$ cat config.mk
export PLATFORM = sky130hd
export DESIGN_NAME = alu_cmd_sequencer_flat
export DESIGN_NICKNAME = d
export VERILOG_FILES = /design/src/rtl/alu_cmd_sequencer_if.sv /design/src/rtl/alu_cmd_sequencer.sv /design/src/flat_wrapper.sv
export SDC_FILE = /design/constraint.sdc
export NUM_CORES = 1
export LEC_CHECK = 0
export BUFFER_PORTS_ARGS = -buffer_cell sky130_fd_sc_hd__buf_2
export CORE_UTILIZATION = 46
export DETAILED_ROUTE_END_ITERATION = 10
export GPL_ROUTABILITY_DRIVEN = 1
export GPL_TIMING_DRIVEN = 0
export PLACE_DENSITY = 0.79
export RECOVER_POWER = 25
export SLEW_MARGIN = 20
export SYNTH_ARGS = -nofsm -noshare
export SYNTH_HDL_FRONTEND = slang
export SYNTH_SLANG_ARGS = --single-unit
export TNS_END_PERCENT = 10
$ cat constraint.sdc
create_clock -name clk -period 2.2 [get_ports clk]
set_input_delay 0.22 -clock clk [delete_from_list [all_inputs] [get_ports clk]]
set_output_delay 0.22 -clock clk [all_outputs]
set_load 0.02 [all_outputs]
$ cat src/rtl/alu_cmd_sequencer_if.sv
// Command, ALU-side and result signals between a command source, the sequencer and the ALU.
// master = sequencer side, slave = environment (command source, ALU, result consumer).
interface alu_cmd_sequencer_if #(
    parameter int DATA_W = 16,
    parameter int OP_W   = 16,
    parameter int FLAG_W = 4,
    parameter int CNT_W  = 16
);
    logic              cmd_valid;
    logic              cmd_ready;
    logic [DATA_W-1:0] cmd_a;
    logic [DATA_W-1:0] cmd_b;
    logic [OP_W-1:0]   cmd_op;
    logic [DATA_W-1:0] alu_a;
    logic [DATA_W-1:0] alu_b;
    logic [OP_W-1:0]   alu_op;
    logic [DATA_W-1:0] alu_c;
    logic [FLAG_W-1:0] alu_flags;
    logic              res_valid;
    logic              res_ready;
    logic [DATA_W-1:0] res_c;
    logic [FLAG_W-1:0] res_flags;
    logic [CNT_W-1:0]  ops_done;
    logic              busy;

    modport master (
        input  cmd_valid, cmd_a, cmd_b, cmd_op, alu_c, alu_flags, res_ready,
        output cmd_ready, alu_a, alu_b, alu_op, res_valid, res_c, res_flags, ops_done, busy
    );

    modport slave (
        output cmd_valid, cmd_a, cmd_b, cmd_op, alu_c, alu_flags, res_ready,
        input  cmd_ready, alu_a, alu_b, alu_op, res_valid, res_c, res_flags, ops_done, busy
    );
endinterface

$ cat src/rtl/alu_cmd_sequencer.sv
// Drives one ALU operation at a time: accept command, hold ALU inputs, wait the
// ALU latency, capture c/flags and return them over a valid/ready result port.
module alu_cmd_sequencer #(
    parameter int DATA_W      = 16,
    parameter int OP_W        = 16,
    parameter int FLAG_W      = 4,
    parameter int ALU_LATENCY = 1,
    parameter int CNT_W       = 16
) (
    input  logic clk,
    input  logic reset,
    alu_cmd_sequencer_if.master bus
);
    // Wait counter only needs to hold ALU_LATENCY; keep at least one bit for the combinational case.
    localparam int CW = (ALU_LATENCY < 1) ? 1 : $clog2(ALU_LATENCY + 1);

    localparam logic [1:0] ST_IDLE = 2'd0;
    localparam logic [1:0] ST_WAIT = 2'd1;
    localparam logic [1:0] ST_DONE = 2'd2;

    logic [1:0]        state;
    logic [CW-1:0]     cnt;
    logic [DATA_W-1:0] alu_a_q;
    logic [DATA_W-1:0] alu_b_q;
    logic [OP_W-1:0]   alu_op_q;
    logic [DATA_W-1:0] res_c_q;
    logic [FLAG_W-1:0] res_flags_q;
    logic [CNT_W-1:0]  ops_done_q;

    // Qualified with reset so ready is low for the whole reset window, not just after the first edge.
    assign bus.cmd_ready = (state == ST_IDLE) && reset;
    assign bus.res_valid = (state == ST_DONE);
    assign bus.busy      = (state == ST_WAIT) || (state == ST_DONE);
    assign bus.alu_a     = alu_a_q;
    assign bus.alu_b     = alu_b_q;
    assign bus.alu_op    = alu_op_q;
    assign bus.res_c     = res_c_q;
    assign bus.res_flags = res_flags_q;
    assign bus.ops_done  = ops_done_q;

    always_ff @(posedge clk or negedge reset) begin
        if (!reset) begin
            state       <= ST_IDLE;
            cnt         <= '0;
            alu_a_q     <= '0;
            alu_b_q     <= '0;
            alu_op_q    <= '0;
            res_c_q     <= '0;
            res_flags_q <= '0;
            ops_done_q  <= '0;
        end else begin
            case (state)
                ST_IDLE: begin
                    if (bus.cmd_valid) begin
                        alu_a_q  <= bus.cmd_a;
                        alu_b_q  <= bus.cmd_b;
                        alu_op_q <= bus.cmd_op;
                        cnt      <= CW'(ALU_LATENCY);
                        state    <= ST_WAIT;
                    end
                end
                ST_WAIT: begin
                    // Capture one edge after cnt reaches zero: edge N + ALU_LATENCY + 1.
                    if (cnt != '0) begin
                        cnt <= cnt - CW'(1);
                    end else begin
                        res_c_q     <= bus.alu_c;
                        res_flags_q <= bus.alu_flags;
                        state       <= ST_DONE;
                    end
                end
                ST_DONE: begin
                    if (bus.res_ready) begin
                        ops_done_q <= ops_done_q + CNT_W'(1);
                        state      <= ST_IDLE;
                    end
                end
                default: state <= ST_IDLE;
            endcase
        end
    end

    // A stalled result must not move while the consumer is not ready.
    a_res_stable: assert property (@(posedge clk) disable iff (!reset)
        (state == ST_DONE && !bus.res_ready) |=> (state == ST_DONE && $stable(res_c_q) && $stable(res_flags_q)));

endmodule

$ cat src/flat_wrapper.sv
// flat-port wrapper written by rule: the top's interface ports become plain ports
module alu_cmd_sequencer_flat 
#(
    parameter int DATA_W      = 16,
    parameter int OP_W        = 16,
    parameter int FLAG_W      = 4,
    parameter int ALU_LATENCY = 1,
    parameter int CNT_W       = 16
)
  (clk, reset, bus_cmd_valid, bus_cmd_a, bus_cmd_b, bus_cmd_op, bus_alu_c, bus_alu_flags, bus_res_ready, bus_cmd_ready, bus_alu_a, bus_alu_b, bus_alu_op, bus_res_valid, bus_res_c, bus_res_flags, bus_ops_done, bus_busy);
  alu_cmd_sequencer_if #(.DATA_W(DATA_W), .OP_W(OP_W), .FLAG_W(FLAG_W), .CNT_W(CNT_W)) bus_i ();
  input  logic clk;
  input  logic reset;
  input wire logic [$bits(bus_i.cmd_valid)-1:0] bus_cmd_valid;
  input wire logic [$bits(bus_i.cmd_a)-1:0] bus_cmd_a;
  input wire logic [$bits(bus_i.cmd_b)-1:0] bus_cmd_b;
  input wire logic [$bits(bus_i.cmd_op)-1:0] bus_cmd_op;
  input wire logic [$bits(bus_i.alu_c)-1:0] bus_alu_c;
  input wire logic [$bits(bus_i.alu_flags)-1:0] bus_alu_flags;
  input wire logic [$bits(bus_i.res_ready)-1:0] bus_res_ready;
  output wire logic [$bits(bus_i.cmd_ready)-1:0] bus_cmd_ready;
  output wire logic [$bits(bus_i.alu_a)-1:0] bus_alu_a;
  output wire logic [$bits(bus_i.alu_b)-1:0] bus_alu_b;
  output wire logic [$bits(bus_i.alu_op)-1:0] bus_alu_op;
  output wire logic [$bits(bus_i.res_valid)-1:0] bus_res_valid;
  output wire logic [$bits(bus_i.res_c)-1:0] bus_res_c;
  output wire logic [$bits(bus_i.res_flags)-1:0] bus_res_flags;
  output wire logic [$bits(bus_i.ops_done)-1:0] bus_ops_done;
  output wire logic [$bits(bus_i.busy)-1:0] bus_busy;
  assign bus_i.cmd_valid = bus_cmd_valid;
  assign bus_i.cmd_a = bus_cmd_a;
  assign bus_i.cmd_b = bus_cmd_b;
  assign bus_i.cmd_op = bus_cmd_op;
  assign bus_i.alu_c = bus_alu_c;
  assign bus_i.alu_flags = bus_alu_flags;
  assign bus_i.res_ready = bus_res_ready;
  assign bus_cmd_ready = bus_i.cmd_ready;
  assign bus_alu_a = bus_i.alu_a;
  assign bus_alu_b = bus_i.alu_b;
  assign bus_alu_op = bus_i.alu_op;
  assign bus_res_valid = bus_i.res_valid;
  assign bus_res_c = bus_i.res_c;
  assign bus_res_flags = bus_i.res_flags;
  assign bus_ops_done = bus_i.ops_done;
  assign bus_busy = bus_i.busy;
  alu_cmd_sequencer #(.DATA_W(DATA_W), .OP_W(OP_W), .FLAG_W(FLAG_W), .ALU_LATENCY(ALU_LATENCY), .CNT_W(CNT_W)) u_core (.clk(clk), .reset(reset), .bus(bus_i));
endmodule
After elaboration in Yosys (flattened, before gate mapping)
Index checks and enable logic that the tools add are counted.
{"block": "op_classes", "addsub": 2, "multipliers": 0, "n_div": 0, "n_lt_le_gt_ge": 0, "eq_ne": 5, "n_shift": 0, "mux": 7, "bitwise": 1, "reduce_logical": 9}
{"op": "$add A16 B1 Y16 const B", "n": 1}
{"op": "$reduce_and A2 Y1", "n": 4}
{"op": "$mux W2", "n": 3}
{"op": "$ne A2 B2 Y1 const B", "n": 3}
{"op": "$pmux W2 S3", "n": 1}
{"op": "$reduce_and A3 Y1", "n": 1}
{"op": "$eq A2 B1 Y1 const B", "n": 1}
{"op": "$eq A2 B2 Y1 const B", "n": 1}
{"op": "$logic_not A2 Y1", "n": 1}
{"op": "$mux W1", "n": 2}
{"op": "$pmux W1 S2", "n": 1}
{"op": "$reduce_bool A2 Y1", "n": 1}
{"op": "$logic_and A1 B1 Y1", "n": 1}
{"op": "$logic_or A1 B1 Y1", "n": 1}
{"op": "$not A1 Y1", "n": 1}
{"op": "$sub A1 B1 Y1 const B", "n": 1}
{"block": "totals", "regBits": 87, "latchBits": 0, "ramBits": 0, "mem_bits_ro": 0, "in_bits": 72, "output_inout_bits": 87, "mem_count": 0}

Logic depth before layout (Yosys ltp)
{"block": "logic_depth", "depth_word": 3, "ltp_mapped": 6, "ltp_nobuf": 6}

Least setup slack after synthesis
OpenSTA, ideal clock, no wires.
{"block": "synth_timing", "path_type": "reg-to-reg", "start": "reg u_core.state[0]", "end": "reg u_core.ops_done_q[12] (netlist: u_core.bus.ops_done[12])", "setup_time_ns": 0.129, "arrival_time_ns": 1.596, "path_slack_ns": 0.475, "path_stages_with_launch": 7, "n_path_buf": 0, "synth_period_minus_slack_ns": 1.725, "path_cell_list": "dfrtp_1 inv_1 ha_1 nand2_2 nor4_2 nand4_1 xnor2_1"}
{"block": "synth_between", "elab_chain_len": 2}
{"item": "start: declaration", "line_no": "alu_cmd_sequencer.sv:21", "text": "logic [1:0] state;"}
{"item": "start signal: assignment", "line_no": "alu_cmd_sequencer.sv:43", "text": "state <= ST_IDLE;"}
{"item": "start signal: assignment", "line_no": "alu_cmd_sequencer.sv:59", "text": "state <= ST_WAIT;"}
{"item": "start signal: assignment", "line_no": "alu_cmd_sequencer.sv:69", "text": "state <= ST_DONE;"}
{"item": "$eq A2 B2 Y1"}
{"item": "via bus_res_valid", "line_no": "flat_wrapper.sv:25", "text": "output wire logic [$bits(bus_i.res_valid)-1:0] bus_res_valid;"}
{"item": "$reduce_and A2 Y1 (no source line)"}
{"item": "end signal: assignment", "line_no": "alu_cmd_sequencer.sv:74", "text": "ops_done_q <= ops_done_q + CNT_W'(1);"}
{"item": "end: declaration", "line_no": "alu_cmd_sequencer.sv:28", "text": "logic [CNT_W-1:0] ops_done_q;"}
The timed path passes the listed nets, and every way through them passes these cells.
A chain may end at the register's enable or synchronous reset.

Final worst setup path
{"block": "layout_timing", "start": "reg u_core.state[0]", "end": "reg u_core.alu_b_q[8] (netlist: u_core.bus.alu_b[8])"}
{"block": "layout_between", "elab_chain_len": 2}
{"item": "$logic_not A2 Y1", "line_no": "alu_cmd_sequencer.sv:52", "text": "case (state)"}
{"item": "$reduce_and A2 Y1 (no source line)"}
{"item": "end signal: assignment", "line_no": "alu_cmd_sequencer.sv:56", "text": "alu_b_q <= bus.cmd_b;"}
{"item": "end: declaration", "line_no": "alu_cmd_sequencer.sv:24", "text": "logic [DATA_W-1:0] alu_b_q;"}
No other way between the ends.

==> flow_metrics.tcl <==
set metrics [dict create \
    status "finished, final reports clean" \
    final-instance-count-excl-fill 500 \
    holdCritPathClass "in2reg" \
    vias 2405 \
    p_per_area_nw_per_um2 1490 \
    tightest_slew_ns 1.02 \
    ir_worst_vdd_uv 759 \
    dp.cells 483 \
    arrival_ns 2.13 \
    route.met2.wl_um 3570 \
    overflow 0 \
    die_w_um 88.6 \
    start_kind "flop" \
    worst-endpoint-required_ns 2.43 \
    hold_violations 0 \
    pre_cts_slack_ns 0.288 \
    cts.clk_slew.worst_paths_ns 0.09 \
    setup_ws_ns 0.305 \
    ys.flop_type "dfrtp_1" \
    drc_errors 0 \
    finalSetupTns_ns 0 \
    rsz0062_at_grt "false" \
    cts-root-buf "clkbuf_8" \
    synth_top_family_by_area "multiplexers" \
    ys_async_sr_fraction 1.00 \
    mappedNetlistArea_um2 3450 \
    grt_pass1_vias 2282 \
    ant_nets 0 \
    dpl.hpwl_um 5500 \
    maxCapViolations 0 \
    wire_per_inst_um 14.0 \
    p_leak_nw 2.27 \
    htree_num_levels 3 \
    antenna_found_initial 0 \
    post-route-period-util 0.862 \
    finClkSkew_ns 0.00929 \
    finalSetupViolCount 0 \
    p_total_w 0.00683 \
    wl_met3_um 598 \
    rows 31 \
    yosys.area_share.adder 0.0217 \
    clk_latency_ns 0.35 \
    cts_max_path_buffers 2 \
    yosysMostFrequentCell "dfrtp_1" \
    portBuffers 158 \
    grt_usage 0.182 \
    synth_cell_type_count 23 \
    cts_resized 0 \
    syn_to_final_growth_pct 32.9 \
    grt_max_degree 49 \
    synth_top_area_share 0.631 \
    synth-compound-area-share 0.00689 \
    synthMuxAreaShare 0.232 \
    cts_sinks 87 \
    crit_path_end_kind "flop" \
    synth_xor_xnor_area_share 0.0381 \
    met1Wirelength_um 2700 \
    vias_per_cell 4.81 \
    syn_avg_cell_area_um2 15.3 \
    ys_top_cells_by_count "dfrtp_1, mux2_2, xnor2_1" \
    synth.area.top_cells "dfrtp_1, mux2_2, xnor2_1, ha_1, buf_2" \
    gp_congestion 0.739 \
    netlist_instances 225 \
    ys_ff_latch 87 \
    layout-drive-gt1-share 0.646 \
    syn_nets 303 \
    seq_area_frac_synth 0.631 \
    routed.top_layer "met4" \
    cts_tree "built" \
    dieArea_um2 7860 \
    yosys.area.top_type "dfrtp_1" \
    maxSlewHeadroom 0.321 \
    synth_edf_count 0 \
    crit_type "reg2reg" \
    crit_fanout 10 \
    fin_nets 474 \
    boundaryPins 159 \
    grt_first_pass_wirelength_um 10500 \
    drtPass1Iterations 2 \
    drt_iter0_markers 49 \
    synth_simple_gate_area_frac 0.0576 \
    diodes 0 \
    finalMaxSlewViolations 0 \
    yosys_warnings 0 \
    start_util 0.476 \
    drt-total-wl_um 6980 \
    period_needed_ns 1.90 \
    cts_buffers 9 \
    core_area_um2 7250 \
    max_freq_mhz 528 \
    fp.dieH_um 88.6 \
]
## area by class of cell
| type | count | area [µm²] |
|---|---|---|
| clock inverters | 7 | 81.3 |
| clock buffers | 9 | 124 |
| fillers | 619 | 2660 |
| repair buffers | 160 | 808 |
| flip-flops and latches | 87 | 2180 |
| plain buffers | 7 | 35.0 |
| multi-input cells | 128 | 1230 |
| well taps | 99 | 124 |
| inverters | 3 | 11.3 |
## path summary, 6_finish.rpt
| path | startpoint | to | slack, ns | cells after the start |
|---|---|---|---|---|
| min reg2reg | u_core.bus.ops_done[15]$_DFFE_PN0P_ | u_core.bus.ops_done[15]$_DFFE_PN0P_ | 0.47 | 1 |
| max in group asynchronous | reset | u_core.bus.alu_a[4]$_DFFE_PN0P_ | 0.45 | 3 |
| max | u_core.state[0]$_DFFE_PN0P_ | u_core.bus.alu_b[8]$_DFFE_PN0P_ | 0.30 | 6 |
| max reg2reg | u_core.state[0]$_DFFE_PN0P_ | u_core.bus.alu_b[8]$_DFFE_PN0P_ | 0.30 | 6 |
| min | bus_cmd_a[9] | u_core.bus.alu_a[9]$_DFFE_PN0P_ | 0.1 | 2 |
| min in group asynchronous | reset | u_core.bus.ops_done[8]$_DFFE_PN0P_ | 0.37 | 2 |
## metal layers
metal | GRT usage | vias to the layer above
met2 | 0.328 | 98
li1 | - | 1128
met3 | 0.0532 | 9
met5 | 0 | -
met1 | 0.199 | 1170
met4 | 0.0748 | 0
## report_power, final
group          switching [W]  internal, W  total [W]
Combinational        0.00172      0.00134    0.00305
Sequential          0.000362      0.00231    0.00267
Clock               0.000571     0.000538    0.00111
Total                0.00265      0.00418    0.00683
## critical path, cell delays in order, from the launching register on
cell     delay [ns]
dfrtp_1        0.40
inv_1          0.10
ha_1           0.24
nand2_1        0.13
buf_2          0.25
buf_2          0.29
mux2_2         0.38
## cells by family after synthesis
group | after synthesis
adders and majority gates | 6
xor gates and xnor gates | 15
muxes | 71
DFF | 87
buffers and inverters | 10
and+or+nand+nor | 32
AOI/OAI and AO/OA | 4
## flip-flops by register name (all words and copies together), names as in the netlist
name and cells:
u_core.bus.alu_a 16, u_core.bus.alu_b 16, u_core.bus.alu_op 16, u_core.bus.ops_done 16, u_core.bus.res_c 16, u_core.bus.res_flags 4
u_core.cnt 1, u_core.state 2
## through the flow
step,hold slack [ns],area (µm²),utilization
floorplan,-0.0756,3450,-
global placement,0.452,4370,0.602
detailed placement,0.248,4400,0.606
CTS,0.0773,4610,0.636
global route,0.0789,4590,0.633
finish,0.0972,4590,0.633
## placed cells by master (no fill, tap or decap), types with 2 or more instances in the layout
| cell | count |
|---|---|
| clkbuf_8 | 9 |
| mux2_2 | 71 |
| nor3_2 | 2 |
| nand4_1 | 3 |
| xor2_1 | 3 |
| xnor2_1 | 12 |
| nand3_1 | 7 |
| a21oi_1 | 2 |
| nor2_1 | 3 |
| buf_2 | 165 |
| nand2_1 | 7 |
| nor2b_1 | 3 |
| clkinvlp_4 | 3 |
| inv_1 | 3 |
| dfrtp_1 | 87 |
| ha_1 | 6 |
## repair_timing
item | in CTS | in global routing
buffers inserted | 0 | 0
endpoints found under the hold margin | 39 | 0
setup endpoints to repair | 0 | 0
hold buffers | 1 | 0
Power figures use the tool's default switching activity.
